===== config.mk =====
export PLATFORM = sky130hd
export DESIGN_NAME = dmem_write_buffer_flat
export DESIGN_NICKNAME = d
export VERILOG_FILES = /design/src/rtl/dmem_write_buffer_pkg.sv /design/src/rtl/dmem_write_buffer_if.sv /design/src/rtl/dmem_write_buffer_wbuf_fifo.sv /design/src/rtl/dmem_write_buffer.sv /design/src/flat_wrapper.sv
export SDC_FILE = /design/constraint.sdc
export NUM_CORES = 2
export LEC_CHECK = 0
export CAP_MARGIN = 20
export CORE_ASPECT_RATIO = 0.7
export CORE_UTILIZATION = 50
export DETAILED_ROUTE_END_ITERATION = 6
export PLACE_DENSITY = 0.66
export SYNTH_ARGS = -nofsm -noshare
export SYNTH_HDL_FRONTEND = slang
export SYNTH_HIERARCHICAL = 1
export SYNTH_SLANG_ARGS = --single-unit

===== constraint.sdc =====
create_clock -name clk -period 11.7 [get_ports clk]
set_input_delay 3.51 -clock clk [delete_from_list [all_inputs] [get_ports clk]]
set_output_delay 3.51 -clock clk [all_outputs]
set_load 0.1 [all_outputs]

===== src/rtl/dmem_write_buffer_pkg.sv =====
// Shared constants for the data-memory write buffer: result-detector addresses and data.
// No latency or backpressure of its own; imported by the buffer RTL.
// Holds only constants.
package dmem_write_buffer_pkg;

    localparam logic [31:0] DONE_ADDR    = 32'd100;
    localparam logic [31:0] DONE_DATA    = 32'd7;
    localparam logic [31:0] SCRATCH_ADDR = 32'd96;

endpackage


===== src/rtl/dmem_write_buffer_if.sv =====
// Core-side store/load bus of the data-memory write buffer.
// Latency: none (wires only). Backpressure: Stall from slave tells master to hold its store.
// master = core/testbench, slave = dmem_write_buffer.
interface dmem_write_buffer_if;

    logic        MemWrite;
    logic [31:0] DataAdr;
    logic [31:0] WriteData;
    logic        DrainEn;
    logic [31:0] ReadData;
    logic        Stall;
    logic        Empty;
    logic        Done;
    logic        Pass;

    modport master (
        output MemWrite, DataAdr, WriteData, DrainEn,
        input  ReadData, Stall, Empty, Done, Pass
    );

    modport slave (
        input  MemWrite, DataAdr, WriteData, DrainEn,
        output ReadData, Stall, Empty, Done, Pass
    );

endinterface


===== src/rtl/dmem_write_buffer_wbuf_fifo.sv =====
// Circular store buffer {word index, data} with a parallel youngest-hit match port.
// Latency: push visible to match/pop one cycle after acceptance; match is combinational.
// Backpressure: push ignored while full; pop ignored while empty.
module wbuf_fifo #(
    parameter int DEPTH = 4,
    parameter int IW    = 6
) (
    input  logic          clk,
    input  logic          Reset,
    input  logic          push,
    input  logic [IW-1:0] push_idx,
    input  logic [31:0]   push_dat,
    input  logic          pop,
    output logic [IW-1:0] pop_idx,
    output logic [31:0]   pop_dat,
    output logic          full,
    output logic          empty,
    input  logic [IW-1:0] match_idx,
    output logic          match_hit,
    output logic [31:0]   match_dat
);

    localparam int AW = $clog2(DEPTH);
    localparam logic [AW:0]   CNT_ONE  = (AW+1)'(1);
    localparam logic [AW:0]   CNT_FULL = (AW+1)'(DEPTH);
    localparam logic [AW-1:0] PTR_ONE  = AW'(1);

    logic [IW-1:0] idx_q [DEPTH];
    logic [31:0]   dat_q [DEPTH];
    logic [AW-1:0] head, tail;
    logic [AW:0]   count;
    logic          do_push, do_pop;
    logic [AW-1:0] pos;

    assign full    = (count == CNT_FULL);
    assign empty   = (count == '0);
    assign do_push = push && !full;
    assign do_pop  = pop && !empty;
    assign pop_idx = idx_q[head];
    assign pop_dat = dat_q[head];

    always_ff @(posedge clk) begin
        if (Reset) begin
            head  <= '0;
            tail  <= '0;
            count <= '0;
        end else begin
            if (do_push) tail <= tail + PTR_ONE;
            if (do_pop)  head <= head + PTR_ONE;
            case ({do_push, do_pop})
                2'b10:   count <= count + CNT_ONE;
                2'b01:   count <= count - CNT_ONE;
                default: count <= count;
            endcase
        end
    end

    always_ff @(posedge clk) begin
        if (do_push) begin
            idx_q[tail] <= push_idx;
            dat_q[tail] <= push_dat;
        end
    end

    // Walk oldest to youngest so the last valid hit (youngest store) wins.
    always_comb begin
        match_hit = 1'b0;
        match_dat = '0;
        pos       = '0;
        for (int k = 0; k < DEPTH; k++) begin
            pos = head + AW'(k);
            if ((k < int'(count)) && (idx_q[pos] == match_idx)) begin
                match_hit = 1'b1;
                match_dat = dat_q[pos];
            end
        end
    end

endmodule


===== src/rtl/dmem_write_buffer.sv =====
// Data memory with a store write buffer drained into word RAM; loads forward from buffered stores.
// Latency: load combinational; store visible next cycle, reaches RAM on a DrainEn cycle in order.
// Backpressure: Stall while buffer full. Optional result detector under DMEM_DONE_DETECT_EN.
module dmem_write_buffer
    import dmem_write_buffer_pkg::*;
#(
    parameter int DEPTH     = 4,
    parameter int MEM_WORDS = 64
) (
    input  logic                clk,
    input  logic                Reset,
    dmem_write_buffer_if.slave  bus
);

    localparam int IW = $clog2(MEM_WORDS);

    logic [31:0]   ram [MEM_WORDS];
    logic [IW-1:0] idx;
    logic [IW-1:0] pop_idx;
    logic [31:0]   pop_dat;
    logic          stall, empty, hit, drain;
    logic [31:0]   hit_dat;
    logic          unused_adr_bits;

    // Byte-offset bits are ignored and high bits alias onto the RAM.
    assign idx             = bus.DataAdr[IW+1:2];
    assign unused_adr_bits = ^{bus.DataAdr[31:IW+2], bus.DataAdr[1:0]};

    wbuf_fifo #(.DEPTH(DEPTH), .IW(IW)) u_wbuf (
        .clk       (clk),
        .Reset     (Reset),
        .push      (bus.MemWrite),
        .push_idx  (idx),
        .push_dat  (bus.WriteData),
        .pop       (bus.DrainEn),
        .pop_idx   (pop_idx),
        .pop_dat   (pop_dat),
        .full      (stall),
        .empty     (empty),
        .match_idx (idx),
        .match_hit (hit),
        .match_dat (hit_dat)
    );

    assign drain     = bus.DrainEn && !empty;
    assign bus.Stall = stall;
    assign bus.Empty = empty;
    assign bus.ReadData = hit ? hit_dat : ram[idx];

    // RAM itself is never cleared; Reset only suppresses an in-flight drain.
    always_ff @(posedge clk) begin
        if (!Reset && drain) ram[pop_idx] <= pop_dat;
    end

`ifdef DMEM_DONE_DETECT_EN
    logic done_q, pass_q;
    logic accepted;

    assign accepted = bus.MemWrite && !stall;

    always_ff @(posedge clk) begin
        if (Reset) begin
            done_q <= 1'b0;
            pass_q <= 1'b0;
        end else if (accepted && !done_q) begin
            if (bus.DataAdr == DONE_ADDR) begin
                done_q <= 1'b1;
                pass_q <= (bus.WriteData == DONE_DATA);
            end else if (bus.DataAdr != SCRATCH_ADDR) begin
                done_q <= 1'b1;
                pass_q <= 1'b0;
            end
        end
    end

    assign bus.Done = done_q;
    assign bus.Pass = pass_q;
`else
    assign bus.Done = 1'b0;
    assign bus.Pass = 1'b0;
`endif

endmodule


===== src/flat_wrapper.sv =====
// flat-port wrapper written by rule: the top's interface ports become plain ports
module dmem_write_buffer_flat import dmem_write_buffer_pkg::*;
#(
    parameter int DEPTH     = 4,
    parameter int MEM_WORDS = 64
)
  (clk, Reset, bus_MemWrite, bus_DataAdr, bus_WriteData, bus_DrainEn, bus_ReadData, bus_Stall, bus_Empty, bus_Done, bus_Pass);
  dmem_write_buffer_if bus_i ();
  input  logic clk;
  input  logic Reset;
  input wire logic [$bits(bus_i.MemWrite)-1:0] bus_MemWrite;
  input wire logic [$bits(bus_i.DataAdr)-1:0] bus_DataAdr;
  input wire logic [$bits(bus_i.WriteData)-1:0] bus_WriteData;
  input wire logic [$bits(bus_i.DrainEn)-1:0] bus_DrainEn;
  output wire logic [$bits(bus_i.ReadData)-1:0] bus_ReadData;
  output wire logic [$bits(bus_i.Stall)-1:0] bus_Stall;
  output wire logic [$bits(bus_i.Empty)-1:0] bus_Empty;
  output wire logic [$bits(bus_i.Done)-1:0] bus_Done;
  output wire logic [$bits(bus_i.Pass)-1:0] bus_Pass;
  assign bus_i.MemWrite = bus_MemWrite;
  assign bus_i.DataAdr = bus_DataAdr;
  assign bus_i.WriteData = bus_WriteData;
  assign bus_i.DrainEn = bus_DrainEn;
  assign bus_ReadData = bus_i.ReadData;
  assign bus_Stall = bus_i.Stall;
  assign bus_Empty = bus_i.Empty;
  assign bus_Done = bus_i.Done;
  assign bus_Pass = bus_i.Pass;
  dmem_write_buffer #(.DEPTH(DEPTH), .MEM_WORDS(MEM_WORDS)) u_core (.clk(clk), .Reset(Reset), .bus(bus_i));
endmodule

==> metrics.txt <==
Max Cap Viol=0; Fillers=12,900; Hold Buf Count CTS=0; status=finished, final reports clean; Slew Viols, Final=0; unrepaired setup endpoints after global routing=no; most common cell in the netlist=edfxtp_1; CP Launch Type=input port; largest net degree at the start of global routing=136; worst skew pair latency=0.83 ns; number of DRC markers in iteration 0=5,592; Yosys top cell area share=73.9%; Final ANT Viol Nets=0; Synth Instances=4,473; routability cong.=0.803; count of final hold-check violations=0; setup TNS=0 ns; WHS=0.587 ns; clock tree buffer depth=3; Sequential Power Share=51.9%; Core ar.=177,000 um2; Root Buffer=clkbuf_16; Internal=14.0 mW; Post-synth top cells=2,200 x edfxtp_1, 438 x mux2i_1, 436 x mux4_2; clk sink count=2,209; Seq/Total Area, Yosys=74.1%; P&R area growth vs syn=12.8%; worst hold path type=reg2reg; min-delay src=u_core/u_wbuf/tail[0]; CP arrival=7.85 ns; hold path cells=2; count of flip-flops with a built-in enable after synthesis=2,200; Area contributors post-synth=edfxtp_1 74%, mux4_2 11%, mux2i_1 4.9%, a211oi_1 1.6%, nor2b_1 0.71%; CTS tree=built; initial antenna violation count=6; CTS H-tree lvls=4; DR pass1 iterations=5; ys async rst share=0%; mapped cell area=89,400 um2; DRC violations left=0; Hold Path Sink=u_core/u_wbuf/tail[0]; leakage=32.0 nW; Synth Flop Type=edfxtp_1; setup violators final=0; Avg WL per Cell=30.3 um; first-pass GRT wire length=315 mm; placed cells=6,834; Reg2Reg Depth=6; Vias/cell=6.35; crit path time final=11.36 ns; register clock-pin slew on the reported worst setup and hold paths=0.06 ns; non-filler cells, final=7,210; Clock Power Share=33.7%; IO buf count=75; share of cells above drive strength 1=23.0%; Worst Setup End Kind=primary output; worst-path fanout max=17; # rows=129; syn_area_per_cell=20.0 um2; FF/Latch Area=66,300 um2; WP data required=8.19 ns; Core Util, Final=56.9%; Max IR drop VDD=129 uV; YS warnings=6; GRT overflow=0; io pins=104; switch share=25.7%; final wirelength=218 mm; R2R Path End=u_core/ram[10][15]; CTS buffer count=202; vias in the first global route=45,000; FMAX=0.0880 GHz; Synth Register Bits=2,209; fin nets=4,765; leading area contributor after synthesis=edfxtp_1; Gates resized, CTS repair=0; PwrDens=186 nW/um2; multi-input logic area=22,000 um2; post-CTS setup buffers=0; Total Routing Usage GR=24.2%; chip width=507 um; Power, Total=18.8 mW; Crit Path Class=in2out; Initial Utilization=50.5%; die height=356 um; vias=45,800; Slew HR=22.7%; Final Cycle Share=97.1%; Final Skew=0.0282 ns; Net Switching=4.83 mW; Slew @ Worst Pin=1.16 ns; FF-to-FF setup slack=7.53 ns; Total Die Area=180,000 um2; DP HPWL=121 mm; Gate power share=14.4%; Unique masters post-synth=63
[through the flow]
stage | instance area [um2] | setup slack (ns)
detailed placement | 94400 | 0.381
floorplan | 89400 | 1.83
global route | 101000 | 0.148
CTS | 101000 | 0.363
global placement | 94400 | 0.384
finish | 101000 | 0.341
[layout make-up]
cell class / count / share of cell area (%)
Sequential cell: 2209 / 65.7
Multi-Input combinational cell: 1945 / 21.8
Clock buffer: 253 / 5.24
Timing Repair Buffer: 310 / 3.21
Tap cell: 2358 / 2.93
Clock inverter: 113 / 0.968
Inverter: 20 / 0.0745
Antenna cell: 2 / 0.00497
[cell families (layout without fill, tap and decap cells)]
logic type	count (synthesis)	after routing	share of synthesized area, %
adders and majority gates	9	9	0.126
AOI/OAI and AO/OA	589	589	4.78
muxes	924	924	16.5
and+or+nand+nor	394	394	2.35
other	1	4	0.00420
buffers and inverters	320	696	1.84
DFF	2209	2209	74.1
xor gates and xnor gates	27	27	0.265
[registers in the layout, indices dropped and copies added (netlist names), named ones only]
register             count
u_core/ram            2048
u_core/u_wbuf/head       2
u_core/u_wbuf/count      3
u_core/u_wbuf/tail       2
u_core/u_wbuf/dat_q    128
u_core/u_wbuf/idx_q     24
[routing by layer]
| layer | vias up | GRT usage, % | part of all wire, % |
|---|---|---|---|
| met5 | - | 0 | 0.023 |
| met4 | 8 | 6.07 | 2.2 |
| met3 | 289 | 4.17 | 8.3 |
| met2 | 1955 | 36.2 | 45 |
| met1 | 24300 | 37.2 | 44 |
| li1 | 19200 | - | - |
[worst max-delay path, stage by stage]
cell and delay, ns:
clkdlybuf4s50_1 0.68, buf_4 0.31, xnor2_1 0.12, nand4_2 0.25
nor2_2 0.10, buf_12 0.17, a311oi_1 0.28, o22ai_1 0.27
a2111oi_0 0.95, a31oi_1 0.46, or3_1 0.52, buf_12 0.20
[worst max-delay path by stage]
stage                    from          endpoint  cells past startpoint
2_1_floorplan  bus_DataAdr[5]   bus_ReadData[0]                     13
3_3_place_gp   bus_DataAdr[5]  bus_ReadData[21]                     12
3_5_place_dp   bus_DataAdr[5]  bus_ReadData[21]                     12
4_1_cts        bus_DataAdr[5]  bus_ReadData[21]                     12
5_1_grt        bus_DataAdr[5]  bus_ReadData[21]                     12
6_report       bus_DataAdr[7]  bus_ReadData[26]                     12
[power by group through the flow]
stage	Sequential, mW	Combinational, mW	Clock, mW
floorplan	9.87	1.67	0
global placement	9.92	2.57	0
detailed placement	9.93	2.66	0
CTS	9.76	2.66	6.42
global route	9.77	2.86	6.71
finish	9.75	2.70	6.33
[placed cells by master, fill, tap and decap left out, drive strengths merged, types with 45 or more instances in the layout]
master      n
o21ai      96
mux2       50
nor2b     102
mux2i     438
o221ai     63
edfxtp   2200
a2111oi    45
nor2      126
mux4      436
clkbuf    253
buf       271
nand2      56
a211oi    196
a31oi      46
clkinv     93
Power figures use the tool's default switching activity.
